`config.mk`:
```
export PLATFORM = sky130hd
export DESIGN_NAME = nibble_rx_display_flat
export DESIGN_NICKNAME = d
export VERILOG_FILES = /design/src/rtl/nibble_rx_display_pkg.sv /design/src/rtl/nibble_rx_display_if.sv /design/src/rtl/nibble_rx_display_sync_rise.sv /design/src/rtl/nibble_rx_display.sv /design/src/flat_wrapper.sv
export SDC_FILE = /design/constraint.sdc
export NUM_CORES = 1
export LEC_CHECK = 0
export ABC_AREA = 1
export CORE_ASPECT_RATIO = 1.4
export CORE_MARGIN = 4
export CORE_UTILIZATION = 30
export CTS_CLUSTER_SIZE = 20
export DETAILED_ROUTE_END_ITERATION = 12
export GPL_TIMING_DRIVEN = 0
export PLACE_DENSITY = 0.45
export SLEW_MARGIN = 10
export SYNTH_ARGS = -nofsm -noshare
export SYNTH_HDL_FRONTEND = slang
export SYNTH_SLANG_ARGS = --single-unit
```
`constraint.sdc`:
```
create_clock -name clk_i -period 2.3 [get_ports clk_i]
set_clock_uncertainty 0.1 [all_clocks]
set_input_delay 0.69 -clock clk_i [delete_from_list [all_inputs] [get_ports clk_i]]
set_output_delay 0.69 -clock clk_i [all_outputs]
set_load 0.01 [all_outputs]
```
`src/rtl/nibble_rx_display_pkg.sv`:
```
// Shared types and constants for the serial-nibble receiver and its
// 7-segment decode.
package nibble_rx_pkg;

  localparam int SYNC_STAGES_DEFAULT = 2;

  typedef enum logic [1:0] {
    IDLE = 2'd0,
    RECV = 2'd1,
    DONE = 2'd2
  } state_e;

  // Entry [n] is the segment pattern g..a for hex digit n.
  localparam logic [15:0][6:0] SEG_LUT = {
    7'h71, 7'h79, 7'h5E, 7'h39, 7'h7C, 7'h77, 7'h6F, 7'h7F,
    7'h07, 7'h7D, 7'h6D, 7'h66, 7'h4F, 7'h5B, 7'h06, 7'h3F
  };

endpackage

```
`src/rtl/nibble_rx_display_if.sv`:
```
// Standard 8-in/8-out user-tile pin bundle.
interface nibble_rx_display_if;
  logic [7:0] io_in;
  logic [7:0] io_out;

  modport master (output io_in, input io_out);
  modport slave  (input io_in, output io_out);
endinterface

```
`src/rtl/nibble_rx_display_sync_rise.sv`:
```
// Multi-stage input synchroniser with an optional rising-edge pulse taken
// from one extra register behind the last stage.
module sync_rise #(
  parameter int STAGES  = 2,
  parameter bit EDGE_EN = 1'b1
) (
  input  logic clk_i,
  input  logic rst_i,
  input  logic d_i,
  output logic q_o,
  output logic rise_o
);

  logic [STAGES-1:0] sync_q;

  always_ff @(posedge clk_i) begin
    if (rst_i) sync_q <= '0;
    else       sync_q <= {sync_q[STAGES-2:0], d_i};
  end

  assign q_o = sync_q[STAGES-1];

  if (EDGE_EN) begin : g_edge
    logic dly_q;
    always_ff @(posedge clk_i) begin
      if (rst_i) dly_q <= 1'b0;
      else       dly_q <= q_o;
    end
    assign rise_o = q_o & ~dly_q;
  end else begin : g_no_edge
    assign rise_o = 1'b0;
  end

endmodule

```
`src/rtl/nibble_rx_display.sv`:
```
// Receives a framed 4-bit serial nibble, shows it as a hex digit on a
// 7-segment display, and flags malformed frames on the decimal point.
module nibble_rx_display
  import nibble_rx_pkg::*;
#(
  parameter int SYNC_STAGES = SYNC_STAGES_DEFAULT
) (
  input  logic               clk_i,
  input  logic               rst_i,
  nibble_rx_display_if.slave tile
);

  logic [3:0] lvl_raw, lvl_s, unused_rise;
  logic       sdata_s, frame_s, lsb_s, hold_s, strobe_rise;
  logic       unused_strobe_lvl, unused_pins;

  // Level inputs: bit 0 sdata, 1 frame, 2 lsb_first, 3 hold.
  assign lvl_raw = {tile.io_in[6:4], tile.io_in[2]};

  for (genvar i = 0; i < 4; i++) begin : g_sync_lvl
    sync_rise #(.STAGES(SYNC_STAGES), .EDGE_EN(1'b0)) u_sync (
      .clk_i  (clk_i),
      .rst_i  (rst_i),
      .d_i    (lvl_raw[i]),
      .q_o    (lvl_s[i]),
      .rise_o (unused_rise[i])
    );
  end

  sync_rise #(.STAGES(SYNC_STAGES), .EDGE_EN(1'b1)) u_sync_strobe (
    .clk_i  (clk_i),
    .rst_i  (rst_i),
    .d_i    (tile.io_in[3]),
    .q_o    (unused_strobe_lvl),
    .rise_o (strobe_rise)
  );

  assign sdata_s = lvl_s[0];
  assign frame_s = lvl_s[1];
  assign lsb_s   = lvl_s[2];
  assign hold_s  = lvl_s[3];

  // Clock and reset arrive on dedicated ports; pin 7 is spare.
  assign unused_pins = ^{tile.io_in[7], tile.io_in[1:0]};

  state_e     state_q, state_d;
  logic [1:0] cnt_q, cnt_d;
  logic [3:0] shift_q, shift_d;
  logic [3:0] disp_q, disp_d;
  logic       err_q, err_d;
  logic [3:0] nib;

  always_ff @(posedge clk_i) begin
    if (rst_i) begin
      state_q <= IDLE;
      cnt_q   <= '0;
      shift_q <= '0;
      disp_q  <= '0;
      err_q   <= 1'b0;
    end else begin
      state_q <= state_d;
      cnt_q   <= cnt_d;
      shift_q <= shift_d;
      disp_q  <= disp_d;
      err_q   <= err_d;
    end
  end

  assign nib = lsb_s ? {sdata_s, shift_q[3:1]} : {shift_q[2:0], sdata_s};

  always_comb begin
    state_d = state_q;
    cnt_d   = cnt_q;
    shift_d = shift_q;
    disp_d  = disp_q;
    err_d   = err_q;
    unique case (state_q)
      IDLE: begin
        if (frame_s) begin
          state_d = RECV;
          cnt_d   = '0;
          shift_d = '0;
        end
      end
      RECV: begin
        // A falling frame takes priority over a strobe in the same cycle.
        if (!frame_s) begin
          if (cnt_q != 2'd0) err_d = 1'b1;
          state_d = IDLE;
        end else if (strobe_rise) begin
          shift_d = nib;
          if (cnt_q == 2'd3) begin
            if (!hold_s) disp_d = nib;
            err_d   = 1'b0;
            state_d = DONE;
          end else begin
            cnt_d = cnt_q + 2'd1;
          end
        end
      end
      DONE: begin
        if (!frame_s)         state_d = IDLE;
        else if (strobe_rise) err_d   = 1'b1;
      end
      default: state_d = IDLE;
    endcase
  end

  assign tile.io_out = {err_q, SEG_LUT[disp_q]};

endmodule

```
`src/flat_wrapper.sv`:
```
// flat-port wrapper written by rule: the top's interface ports become plain ports
module nibble_rx_display_flat import nibble_rx_pkg::*;
#(
  parameter int SYNC_STAGES = SYNC_STAGES_DEFAULT
)
  (clk_i, rst_i, tile_io_in, tile_io_out);
  nibble_rx_display_if tile_i ();
  input  logic clk_i;
  input  logic rst_i;
  input wire logic [$bits(tile_i.io_in)-1:0] tile_io_in;
  output wire logic [$bits(tile_i.io_out)-1:0] tile_io_out;
  assign tile_i.io_in = tile_io_in;
  assign tile_io_out = tile_i.io_out;
  nibble_rx_display #(.SYNC_STAGES(SYNC_STAGES)) u_core (.clk_i(clk_i), .rst_i(rst_i), .tile(tile_i));
endmodule
```
==> key figures <==
Die
  • Chip Height: between 90 and 100 um
  • Initial Util: 30.9%
  • Core box area: 0.00488 mm2
  • Boundary pin count: 18
  • # rows: 30
  • Die area: roughly 0.0062 mm2
  • Die X-Extent: a little under 70 um

Global routing
  • Initial antenna violation count: 0
  • Vias in the first global route: between 1,000 and 1,500
  • Gr ovfl total: 0
  • Global-route wire length before repair: just over 5000 um
  • Largest net degree at the start of global routing: 11
  • Gr usage total: between 10% and 20%

Pwr
  • Switch share: a little under a quarter
  • VDD IR max: roughly 0.0004 V
  • Combinational power share: 5.6%
  • Clock power frac: approximately two fifths
  • Internal power: about 800 uW
  • Net Switching: approximately 250 uW
  • Lkg Pwr: 0.000833 uW
  • Share of power burned in registers: a little over half
  • Pwr Total: between 1000 and 1500 uW
  • Pwr Density: roughly 570 mW/mm2

Logic synthesis
  • Yosys top cell by area: dfxtp_1
  • Sequential area share after synthesis: between 40% and 50%
  • Syn nets: roughly 220
  • Unique cell type count in the Yosys netlist: 21
  • Cells after Synth: approximately 200
  • Ys Warns: 0
  • Synth top area cells: dfxtp_1 41%, nand2_1 11%, inv_1 10%, ha_1 6.6%, nor2_1 4.5%
  • Avg Cell Area, Syn: about 7.4 um2
  • #FFs+latches synth: 31
  • Area of the mapped netlist: about 0.0015 mm2
  • Synth top area share: 41.1%

Clock tree
  • Num Clock Sinks: 31
  • CTS Buf Count: 5
  • CTS Root Cell: clkbuf_8
  • H-tree Lvls: 2
  • CTS Hold Bufs: 0
  • CTS clk-pin slew, worst paths: 70 ps
  • Clk_lat worst skew: roughly 280 ps
  • Clk buf depth: 2
  • TritonCTS clock tree: built

Setup path
  • Critical path cell sequence: buf_4 > clkinv_1 > nand3_2 > inv_1 > ha_1 > o21ai_0 > nand2_1
  • Critical path required time: between 2000 and 2500 ps
  • WP buf/inv: 3
  • Max stage delay on crit path: around 330 ps
  • CP delay by family, top: buffers and inverters
  • Worst path slowest cell: clkinv_1
  • Startpoint Class: input port
  • CP endpoint kind: flip-flop
  • Crit Path Max Fanout: 10
  • Worst path arrival time: about 2100 ps
  • Critical path class: in2reg

Place
  • Setup WS pre-CTS: -222 ps
  • HPWL Detailed: 2110 um
  • Port bufs: 13
  • Routability cong.: between 0.7 and 0.8

Worst hold path
  • HP Class: reg2reg

Timing
  • Setup repair after global routing missed its margin: false
  • Final hold viol count: 0
  • Setup TNS: 0 ps
  • Max Fclk: 486 MHz
  • Slew Viols, Final: 0
  • Worst-Margin Slew: around 400 ps
  • Min Tclk post-route: about 2100 ps
  • Worst Setup Slack, final: between 200 and 250 ps
  • Final Cycle Share: between 80 and 90%
  • Final setup violation count: 0
  • Rel. slew slack: around 73%

Detailed routing
  • # DRC: 0
  • DR vias/cell: approximately 4.2
  • Via count: around 1,200
  • WL/cell: 9.45 um
  • Final wirelength: approximately 2700 um
  • Final ANT Viol Nets: 0
  • Iter 0 DRT Violations: 43
  • Drt first pass iters: 3

Finish
  • Nets: between 200 and 250
  • Synth-to-layout area growth: 19.8%
  • Ratio of cells with drive above 1 in the final layout: 11.1%
  • ANT cells: 0
  • Commonest non-fill, non-tap cell in the layout: nand2_1
  • Most frequent cells in the layout: 45 x nand2_1, 41 x inv_1, 31 x dfxtp_1

Run
  • Number of max-cap violations: 0

Run status
  • Status: finished, final reports clean
[cell usage after synthesis]
cell      instances
ha_1              8
nand2_1          45
a311oi_1          1
nor2_1           18
buf_6             1
buf_4             2
nand3_1          12
dfxtp_1          31
nand2_2           3
a21oi_1          12
nor2_4            2
clkbuf_1          1
nand2_4           2
a211oi_1          5
inv_2             3
nand3_4           2
nor2_8            1
inv_1            41
clkinv_1          1
o21ai_0          11
nand4_1           2
[cell families after synthesis]
family,after synthesis,share of synthesized area [%]
flip-flops,31,41.1
adder cells (fa/ha/maj),8,6.63
buffers and inverters,49,13.2
AND/OR/NAND/NOR,87,28.4
AO/OA/AOI/OAI,29,10.7
[layout make-up]
| cell class | instances | area [um2] |
|---|---|---|
| inverters | 45 | 169 |
| flip-flops and latches | 31 | 621 |
| fillers | 521 | 3070 |
| clock buffers | 5 | 68.8 |
| well taps | 64 | 80.1 |
| repair buffers | 13 | 130 |
| clock inverters | 3 | 15.0 |
| plain buffers | 4 | 30.0 |
| multi-input cells | 124 | 694 |
[worst min-delay path: cells and delay by family, from the launching register on]
kind | cells | cell delay (ps)
DFF | 1 | 300
buffers and inverters | 1 | 40
and+or+nand+nor | 1 | 30
[metal layers]
metal  share of wire [%]  track usage [%]  vias up
met2                  54             18.7       16
li1                    -                -      661
met3                 4.0             2.94        5
met4                 2.2             4.98        0
met5                   0                0        -
met1                  40             11.7      519
[state kept, by name, indices dropped and copies added, names as in the netlist]
signal and count:
u_core.u_sync_strobe.sync_q 2, u_core.g_sync_lvl.u_sync.sync_q 8, u_core.u_sync_strobe.g_edge.dly_q 1, u_core.disp_q 4
u_core.state_q 2, u_core.err_q 1, u_core.cnt_q 2, tile_io_out 7
u_core.shift_q 4
[per-stage QoR]
step	instance area [um2]	hold WS (ps)	cells	util, %
6_report	1810	302	289	37.1
3_5_place_dp	1720	292	281	35.2
4_1_cts	1800	302	289	36.9
3_3_place_gp	1720	292	281	35.2
2_1_floorplan	1510	288	204	-
5_1_grt	1810	314	289	37.1
[path summary, 6_finish.rpt]
path                                         startpoint                               endpoint  slack (ps)  cells past startpoint
setup / recovery                                  rst_i                         tile_io_out[1]         240                      7
hold / removal    u_core.g_sync_lvl[0].u_sync.sync_q[0]  u_core.g_sync_lvl[0].u_sync.sync_q[1]         300                      2
setup reg to reg                        u_core.cnt_q[0]                         tile_io_out[1]         260                     10
hold reg to reg   u_core.g_sync_lvl[0].u_sync.sync_q[0]  u_core.g_sync_lvl[0].u_sync.sync_q[1]         300                      2
[power by group through the flow]
stage                     Sequential (uW)  Clock, uW  Combinational (uW)
after global placement                568          0                59.2
after global routing                  557        451                68.5
final                                 556        412                57.8
after CTS                             556        436                59.0
after detailed placement              568          0                58.9
after floorplan                       567          0                40.6
[timing repair]
| action | CTS | global route |
|---|---|---|
| buffers inserted | 0 | 0 |
| setup endpoints to repair | 0 | 6 |
| gates resized for setup | 0 | 1 |
Note: power is estimated with default switching activity, not from simulation.
